==> config.mk <==
export PLATFORM = sky130hd
export DESIGN_NAME = game_sequencer
export DESIGN_NICKNAME = d
export VERILOG_FILES = /design/src/rtl/game_sequencer.sv
export SDC_FILE = /design/constraint.sdc
export NUM_CORES = 1
export LEC_CHECK = 0
export ABC_AREA = 1
export ABC_CLOCK_PERIOD_IN_PS = 3900
export CAP_MARGIN = 20
export CELL_PAD_IN_SITES_DETAIL_PLACEMENT = 1
export CELL_PAD_IN_SITES_GLOBAL_PLACEMENT = 1
export CORE_MARGIN = 4
export CORE_UTILIZATION = 49
export CTS_CLUSTER_DIAMETER = 200
export DETAILED_ROUTE_END_ITERATION = 8
export PLACE_DENSITY_LB_ADDON = 0.1
export SLEW_MARGIN = 20
export SYNTH_ARGS = -nofsm -noshare
export SYNTH_HDL_FRONTEND = slang
export SYNTH_SLANG_ARGS = --single-unit
export TNS_END_PERCENT = 50
==> constraint.sdc <==
create_clock -name clk -period 3.9 [get_ports clk]
set_input_delay 0.78 -clock clk [delete_from_list [all_inputs] [get_ports clk]]
set_output_delay 0.78 -clock clk [all_outputs]
set_load 0.01 [all_outputs]
==> src/rtl/game_sequencer.sv <==
// game_sequencer: builds, plays back and checks the memory-game digit sequence.
// Define ENTRY_TIMEOUT_EN to lose after TIMEOUT_TICKS idle blink ticks in ENTER.
module game_sequencer #(
    parameter int MAX_LEN    = 16,
    parameter int SHOW_TICKS = 2,
    parameter int GAP_TICKS  = 1
`ifdef ENTRY_TIMEOUT_EN
    ,
    parameter int TIMEOUT_TICKS = 8
`endif
) (
    input  logic        clk,
    input  logic        rst_n,
    input  logic        i_start,
    input  logic        i_blink_tick,
    input  logic [15:0] i_seed,
    input  logic        i_key_valid,
    input  logic [3:0]  i_key_digit,
    output logic        o_game_on,
    output logic        o_display_phase,
    output logic        o_enter_phase,
    output logic        o_show_valid,
    output logic [3:0]  o_show_digit,
    output logic [4:0]  o_level,
    output logic        o_win,
    output logic        o_lose
);
    typedef enum logic [2:0] {IDLE, GEN, SHOW_ON, SHOW_OFF, ENTER, WIN, LOSE} state_t;
    localparam logic [4:0] L_MAX  = 5'(MAX_LEN);
    localparam logic [7:0] L_SHOW = 8'(SHOW_TICKS - 1);
    localparam logic [7:0] L_GAP  = 8'(GAP_TICKS - 1);
`ifdef ENTRY_TIMEOUT_EN
    localparam logic [7:0] L_TOUT = 8'(TIMEOUT_TICKS - 1);
`endif
    state_t      r_state;
    logic [15:0] r_lfsr;
    logic [3:0]  r_mem [16];
    logic [3:0]  r_idx;
    logic [7:0]  r_ticks;
    logic [15:0] w_lfsr_nx;
    logic [3:0]  w_digit;
    logic [3:0]  w_last;
    logic [3:0]  w_idx_p1;
    logic        w_key_ok;

    always_comb begin
        w_lfsr_nx = {r_lfsr[14:0], r_lfsr[15] ^ r_lfsr[13] ^ r_lfsr[12] ^ r_lfsr[10]};
        w_digit   = (w_lfsr_nx[3:0] > 4'd9) ? w_lfsr_nx[3:0] - 4'd6 : w_lfsr_nx[3:0];
        w_last    = 4'(o_level - 5'd1);
        w_idx_p1  = r_idx + 4'd1;
        w_key_ok  = i_key_valid && (i_key_digit <= 4'd9);
    end

    // Sequence storage is deliberately not reset.
    always_ff @(posedge clk)
        if (r_state == GEN)
            r_mem[w_last] <= w_digit;

    always_ff @(posedge clk or negedge rst_n) begin
        if (!rst_n) begin
            r_state         <= IDLE;
            r_lfsr          <= 16'hACE1;
            r_idx           <= '0;
            r_ticks         <= '0;
            o_game_on       <= 1'b0;
            o_display_phase <= 1'b0;
            o_enter_phase   <= 1'b0;
            o_show_valid    <= 1'b0;
            o_show_digit    <= '0;
            o_level         <= 5'd1;
            o_win           <= 1'b0;
            o_lose          <= 1'b0;
        end else begin
            r_ticks <= r_ticks + {7'd0, i_blink_tick};
            case (r_state)
                IDLE, WIN, LOSE: begin
                    if (i_start) begin
                        r_state         <= GEN;
                        r_lfsr          <= (i_seed == 16'd0) ? 16'hACE1 : i_seed;
                        r_idx           <= '0;
                        r_ticks         <= '0;
                        o_level         <= 5'd1;
                        o_win           <= 1'b0;
                        o_lose          <= 1'b0;
                        o_game_on       <= 1'b1;
                        o_display_phase <= 1'b1;
                    end
                end
                GEN: begin
                    r_state      <= SHOW_ON;
                    r_lfsr       <= w_lfsr_nx;
                    r_idx        <= '0;
                    r_ticks      <= '0;
                    o_show_valid <= 1'b1;
                    // At level 1 the digit being written is the one shown first.
                    o_show_digit <= (w_last == 4'd0) ? w_digit : r_mem[0];
                end
                SHOW_ON: begin
                    if (i_blink_tick && r_ticks == L_SHOW) begin
                        r_state      <= SHOW_OFF;
                        r_ticks      <= '0;
                        o_show_valid <= 1'b0;
                        o_show_digit <= '0;
                    end
                end
                SHOW_OFF: begin
                    if (i_blink_tick && r_ticks == L_GAP) begin
                        r_ticks <= '0;
                        if (r_idx == w_last) begin
                            r_state         <= ENTER;
                            r_idx           <= '0;
                            o_display_phase <= 1'b0;
                            o_enter_phase   <= 1'b1;
                        end else begin
                            r_state      <= SHOW_ON;
                            r_idx        <= w_idx_p1;
                            o_show_valid <= 1'b1;
                            o_show_digit <= r_mem[w_idx_p1];
                        end
                    end
                end
                ENTER: begin
                    if (w_key_ok) begin
                        r_ticks <= '0;
                        if (i_key_digit != r_mem[r_idx]) begin
                            r_state       <= LOSE;
                            o_lose        <= 1'b1;
                            o_enter_phase <= 1'b0;
                        end else if (r_idx != w_last) begin
                            r_idx <= w_idx_p1;
                        end else if (o_level == L_MAX) begin
                            r_state       <= WIN;
                            o_win         <= 1'b1;
                            o_enter_phase <= 1'b0;
                        end else begin
                            r_state         <= GEN;
                            o_level         <= o_level + 5'd1;
                            o_enter_phase   <= 1'b0;
                            o_display_phase <= 1'b1;
                        end
                    end
`ifdef ENTRY_TIMEOUT_EN
                    else if (i_blink_tick && r_ticks == L_TOUT) begin
                        r_state       <= LOSE;
                        o_lose        <= 1'b1;
                        o_enter_phase <= 1'b0;
                    end
`endif
                end
                default: r_state <= IDLE;
            endcase
        end
    end
endmodule
After elaboration in Yosys (flattened, before gate mapping)
Memories as Yosys holds them, arrays and structs flattened.
Index checks and enable logic that the tools add are counted.
{"block": "op_classes", "n_eq_ne": 24, "n_mux": 65, "n_lt_le_gt_ge": 2, "reduce_logical": 24, "addsub": 5, "bitwise_logic": 3}
{"cell": "$mux W4", "count": 11}
{"cell": "$pmux W8 S5", "count": 1}
{"cell": "$mux W16", "count": 2}
{"cell": "$mux W8", "count": 4}
{"cell": "$pmux W16 S2", "count": 1}
{"cell": "$mux W5", "count": 5}
{"cell": "$mux W1", "count": 24}
{"cell": "$mux W3", "count": 8}
{"cell": "$ne A2 B2 Y1 const B", "count": 12}
{"cell": "$reduce_and A6 Y1", "count": 3}
{"cell": "$logic_not A16 Y1", "count": 1}
{"cell": "$pmux W4 S4", "count": 1}
{"cell": "$pmux W3 S5", "count": 1}
{"cell": "$pmux W4 S3", "count": 1}
{"cell": "$pmux W5 S2", "count": 1}
{"cell": "$reduce_and A5 Y1", "count": 2}
{"cell": "$eq A3 B3 Y1 const B", "count": 3}
{"cell": "$add A8 B1 Y8", "count": 1}
{"cell": "$eq A8 B1 Y1 const B", "count": 1}
{"cell": "$logic_not A8 Y1", "count": 1}
{"cell": "$ne A4 B4 Y1", "count": 2}
{"cell": "$reduce_and A4 Y1", "count": 2}
{"cell": "$reduce_and A8 Y1", "count": 1}
{"cell": "$eq A3 B2 Y1 const B", "count": 2}
{"cell": "other kinds (21)", "count": 32}
{"block": "word_totals", "memories": 1, "wordCells": 136, "ram_bits": 64, "inputBits": 25, "ff_bits": 46, "out_inout_bits": 15}
{"name": "r_mem", "words": 16, "word_bits": 4, "read_ports": 3, "rd_clocked_by_memory_dff": 0, "write_ports": 1, "line_no": "37", "source": "logic [3:0] r_mem [16];"}

Depth between registers and ports, before layout
{"block": "logic_depth", "word_depth": 7, "mapped_depth": 18, "depth_no_buf": 17}

Worst setup path after synthesis
No wires, ideal clock.
{"block": "synth_timing", "path_type": "register to register", "startpoint": "register o_level[0]", "endpoint": "register r_state[2]", "arrival_time_ns": 2.093, "path_buffers": 0, "required_time_ns": 3.777, "setup_time_ns": 0.123, "stages_incl_launch_ff": 14, "path_slack_ns": 1.683, "synth_period_minus_slack_ns": 2.217, "cell_sequence": "dfstp_2 > inv_1 > ha_1 > or2_2 > nand4_1 > nor3_1 > nand2_1 > nor2_2 > nor2_1 > nand3_1 > nand2_1 > inv_1 > nand2_1 > o21ai_1"}
{"block": "synth_via", "elab_chain_len": 6, "elab_cells_between_ends": 13, "cone_classes": "add/sub: 1; eq/ne: 4; mux: 7; reduce/logical: 1"}
{"element": "start, declared", "line_no": "24", "source": "output logic [4:0] o_level,"}
{"element": "start signal, assigned", "line_no": "137", "source": "o_level <= o_level + 5'd1;"}
{"element": "branches (longest 6 deep; another with $sub A4 B1 Y4)"}
{"element": "end signal, assigned", "line_no": "78", "source": "r_state <= GEN;"}
{"element": "end signal, assigned", "line_no": "126", "source": "r_state <= LOSE;"}
{"element": "end signal, assigned", "line_no": "132", "source": "r_state <= WIN;"}
{"element": "end, declared", "line_no": "35", "source": "state_t r_state;"}
Several ways; the timed one is not identified. The select of a mux whose other input is x is not followed.
A chain may end at the register's enable or synchronous reset.

Worst setup path after layout
{"block": "layout_timing", "startpoint": "register r_idx[0]", "endpoint": "register r_idx[1]"}
{"block": "layout_via", "elab_chain_len": 5, "elab_cells_between_ends": 14, "cone_classes": "add/sub: 1; eq/ne: 5; mux: 6; reduce/logical: 1; memory: 1"}
{"element": "start, declared", "line_no": "38", "source": "logic [3:0] r_idx;"}
{"element": "start signal, assigned", "line_no": "116", "source": "r_idx <= w_idx_p1;"}
{"element": "start signal, assigned", "line_no": "130", "source": "r_idx <= w_idx_p1;"}
{"element": "branches (longest 5 deep; another with $mem_v2 Z16 W4)"}
Several ways; the timed one is not identified. The select of a mux whose other input is x is not followed.

==> metrics.log <==
[metrics] result of the run: completed
[metrics] Die Height: 121 µm
[metrics] number of nets still failing antenna checks after routing: 0
[metrics] number of filler instances in the final layout: 1512
[metrics] share of synthesized area occupied by flip-flops and latches: 0.496
[metrics] CTS tree: built
[metrics] TritonCTS buffer count: 9
[metrics] Rel. slew slack: 0.512
[metrics] later-pin clock latency in the skew report: 360 ps
[metrics] GRT Total Usage: 0.268
[metrics] category of the most critical setup path: flop to flop
[metrics] initial core utilization: 0.509
[metrics] CTS root buffer: sky130_fd_sc_hd__clkbuf_16
[metrics] clk sink count: 110
[metrics] total count of max-transition violations in the final report: 0
[metrics] pin slew with the least headroom to its limit: 731 ps
[metrics] endpoint required time on the critical path: 4180 ps
[metrics] # DRC: 0
[metrics] maximum clock frequency: 0.369 GHz
[metrics] unrepaired setup endpoints after global routing: false
[metrics] total wirelength of the detailed-routed design: 18.4 mm
[metrics] Cell Chain, Critical Path: inv_2, nand2_1, nand2_1, nand2_1, nand3_1, nand3_1, nand3_1, nand2_1, nor2_4, nand2_4, nand2_8, nand2_4, nor2_4, nand2_1, nand2_1
[metrics] kind of launch point of the worst setup path: flop
[metrics] longest individual stage delay on the worst path: 560 ps
[metrics] Worst Path Arrival: 2990 ps
[metrics] IO Port Bufs: 39
[metrics] Primary FF master, synth: sky130_fd_sc_hd__edfxtp_1
[metrics] WP depth: 15
[metrics] post-synthesis cell count: 752
[metrics] type of element capturing the critical path: flop
[metrics] final number of hold-violating endpoints: 0
[metrics] Post-Synthesis Cell Area: 6220 µm²
[metrics] number of endpoints failing setup at the final stage: 0
[metrics] clock tree skew after final layout: 7.66 ps
[metrics] buffer depth of the longest clock path: 2
[metrics] # Max-Cap Violations: 0
[metrics] number of different library cells in the post-synthesis netlist: 46
[metrics] global placer's final weighted congestion: 0.853
[metrics] die width: 121 µm
[metrics] detailed-route wire length per cell: 19.2 µm
[metrics] wire length of the first global-routing pass: 30.3 mm
[metrics] Async S/R FF share, synth: 0.418
[metrics] Power Dens Cells: 815 nW/µm²
[metrics] via count: 5445
[metrics] Lkg Pwr: 2.99 nW
[metrics] row count: 40
[metrics] maximum number of pins on one net before global-route repair: 46
[metrics] fraction of layout instances using a drive strength above 1: 0.0798
[metrics] worst min path class: input port to async pin
[metrics] slowest stage cell on the critical path: sky130_fd_sc_hd__inv_2
[metrics] share of the cycle needed by the critical path after routing: 0.695
[metrics] Synthesis Warnings: 0
[metrics] largest fanout on the critical path: 42
[metrics] CP bufs+invs: 1
[metrics] standard cell core area: 12200 µm²
[metrics] Final Net Count: 820
[metrics] iteration count of the initial detailed-routing pass: 5
[metrics] I/O pin total: 40
[metrics] Clock Pin Slew Worst Setup and Hold Paths: 70 ps
[metrics] Max VDD drop: 381 µV
[metrics] average cell area after synthesis: 8.27 µm²
[metrics] die area: 14600 µm²
[metrics] min cycle time layout: 2710 ps
[metrics] Layout area overhead: 13.1%
[metrics] # Post-CTS Setup Buffers: 0
[metrics] HPWL Detailed: 12.9 mm
[metrics] GRT overflow: 0
[metrics] H-Tree Level Count: 3
[metrics] Top cell by count, worst path: sky130_fd_sc_hd__nand2_1
[metrics] number of antenna cells inserted: 0
[metrics] Total Neg Setup Slack: 0 ps
[metrics] Resized cells post-CTS: 0
[metrics] net count after synthesis: 788
[metrics] initial antenna violation count: 0
[metrics] number of flops mapped to enable cells by yosys: 64
[metrics] detail-routed via count per cell: 5.69
[metrics] worst reg2reg path depth: 15
[metrics] number of DRC markers after the initial detailed-route iteration: 307
[metrics] synthesis-stage register bit count: 110
[metrics] Total Power Consumption: 5.73 mW
[metrics] delay-heaviest family, CP: simple AND/OR/NAND/NOR gates
[metrics] number of hold buffers added after CTS: 0
[metrics] via count of the first global-routing pass: 5815
[path summary, 6_finish.rpt]
path	from	endpoint	slack, ps
max reg2reg	r_idx[0]$_DFFE_PN0P_	r_idx[1]$_DFFE_PN0P_	1190
max	r_idx[0]$_DFFE_PN0P_	r_idx[1]$_DFFE_PN0P_	1190
min in group clk	o_game_on$_DFFE_PN0P_	o_game_on$_DFFE_PN0P_	480
max in group asynchronous	rst_n	o_level[0]$_DFFE_PN1P_	2610
min	rst_n	r_idx[1]$_DFFE_PN0P_	480
min reg2reg	o_game_on$_DFFE_PN0P_	o_game_on$_DFFE_PN0P_	480
[cell families after synthesis]
family,count (synthesis),synth area share
adders and majority gates,11,0.0233
buffers and inverters,131,0.0893
AOI/OAI and AO/OA,137,0.126
xor gates and xnor gates,10,0.0141
DFF,110,0.496
and+or+nand+nor,353,0.252
[state kept, by name (all words and copies together) (netlist names)]
register and flops:
r_lfsr 16, o_game_on 1, o_level 5, r_state 3, o_lose 1, o_enter_phase 1
o_show_valid 1, o_show_digit 4, r_idx 4, r_ticks 8, o_display_phase 1, r_mem 64
o_win 1
[synthesized netlist by cell type (8+ instances only)]
cell type,number,area share
sky130_fd_sc_hd__nand3_1,72,0.058
sky130_fd_sc_hd__dfrtp_1,37,0.15
sky130_fd_sc_hd__nor2_1,64,0.039
sky130_fd_sc_hd__nand2_1,181,0.11
sky130_fd_sc_hd__o21ai_0,51,0.041
sky130_fd_sc_hd__nand4_1,8,0.0080
sky130_fd_sc_hd__o211ai_1,15,0.018
sky130_fd_sc_hd__o21ai_1,14,0.011
sky130_fd_sc_hd__dfstp_2,9,0.038
sky130_fd_sc_hd__edfxtp_1,64,0.31
sky130_fd_sc_hd__buf_2,15,0.012
sky130_fd_sc_hd__inv_1,97,0.059
sky130_fd_sc_hd__ha_1,10,0.020
sky130_fd_sc_hd__a21oi_1,36,0.029
[placed cells by master, fill, tap and decap left out, types with 3 or more instances in the layout]
cell type                         synthesis  final
sky130_fd_sc_hd__a21oi_1                 36     36
sky130_fd_sc_hd__buf_4                    2      9
sky130_fd_sc_hd__clkbuf_16                0     10
sky130_fd_sc_hd__clkdlybuf4s50_1          0     38
sky130_fd_sc_hd__dfrtp_1                 37     36
sky130_fd_sc_hd__dfstp_2                  9      9
sky130_fd_sc_hd__edfxtp_1                64     64
sky130_fd_sc_hd__ha_1                    10      9
sky130_fd_sc_hd__inv_1                   97     97
sky130_fd_sc_hd__inv_2                    6      6
sky130_fd_sc_hd__nand2_1                181    181
sky130_fd_sc_hd__nand2_2                  3      3
sky130_fd_sc_hd__nand3_1                 72     72
sky130_fd_sc_hd__nand4_1                  8      8
sky130_fd_sc_hd__nor2_1                  64     64
sky130_fd_sc_hd__nor2_2                   4      4
sky130_fd_sc_hd__nor2_4                   3      3
sky130_fd_sc_hd__nor3_1                   4      4
sky130_fd_sc_hd__o211ai_1                15     15
sky130_fd_sc_hd__o21ai_0                 51     51
sky130_fd_sc_hd__o21ai_1                 14     14
sky130_fd_sc_hd__o221ai_1                 4      4
sky130_fd_sc_hd__o22ai_1                  5      5
sky130_fd_sc_hd__or2_2                    4      4
sky130_fd_sc_hd__xnor2_1                  6      6
sky130_fd_sc_hd__xor2_1                   4      4
[worst reg2reg max path, cell delays in order, from the launching register on]
cell and delay, ps:
sky130_fd_sc_hd__dfrtp_2 480, sky130_fd_sc_hd__inv_2 560, sky130_fd_sc_hd__nand2_1 150, sky130_fd_sc_hd__nand2_1 110
sky130_fd_sc_hd__nand2_1 70, sky130_fd_sc_hd__nand3_1 110, sky130_fd_sc_hd__nand3_1 160, sky130_fd_sc_hd__nand3_1 120
sky130_fd_sc_hd__nand2_1 90, sky130_fd_sc_hd__nor2_4 160, sky130_fd_sc_hd__nand2_4 100, sky130_fd_sc_hd__nand2_8 110
sky130_fd_sc_hd__nand2_4 90, sky130_fd_sc_hd__nor2_4 120, sky130_fd_sc_hd__nand2_1 70, sky130_fd_sc_hd__nand2_1 140
[stage by stage]
| stage | instances | util | area, µm² | hold slack, ps | setup WS [ps] |
|---|---|---|---|---|---|
| after floorplan | 752 | - | 6220 | 452 | 1680 |
| after global placement | 941 | 0.550 | 6720 | 452 | 1130 |
| after detailed placement | 941 | 0.550 | 6720 | 466 | 1060 |
| after CTS | 957 | 0.576 | 7030 | 481 | 1040 |
| after global routing | 957 | 0.576 | 7030 | 511 | 942 |
| final | 957 | 0.576 | 7030 | 478 | 1190 |
[final cells by class]
class,count,area [µm²],share of cell area
clock buffers,13,272,0.0386
clock inverters,3,40.0,0.00569
inverters,104,390,0.0555
multi-input cells,511,2580,0.367
flip-flops and latches,110,3090,0.439
well taps,168,210,0.0299
repair buffers,48,453,0.0644
[per-layer routing]
layer | share of wire | GRT usage
met1 | 0.42 | 0.342
met2 | 0.50 | 0.456
met3 | 0.054 | 0.0482
met4 | 0.025 | 0.0956
met5 | 0 | 0
[report_power, final]
| part | total (mW) | internal (mW) | switching [mW] |
|---|---|---|---|
| Combinational | 2.86 | 0.920 | 1.94 |
| Clock | 0.979 | 0.554 | 0.425 |
| Sequential | 1.90 | 1.72 | 0.175 |
No activity file was read; power rests on OpenSTA's default activity.
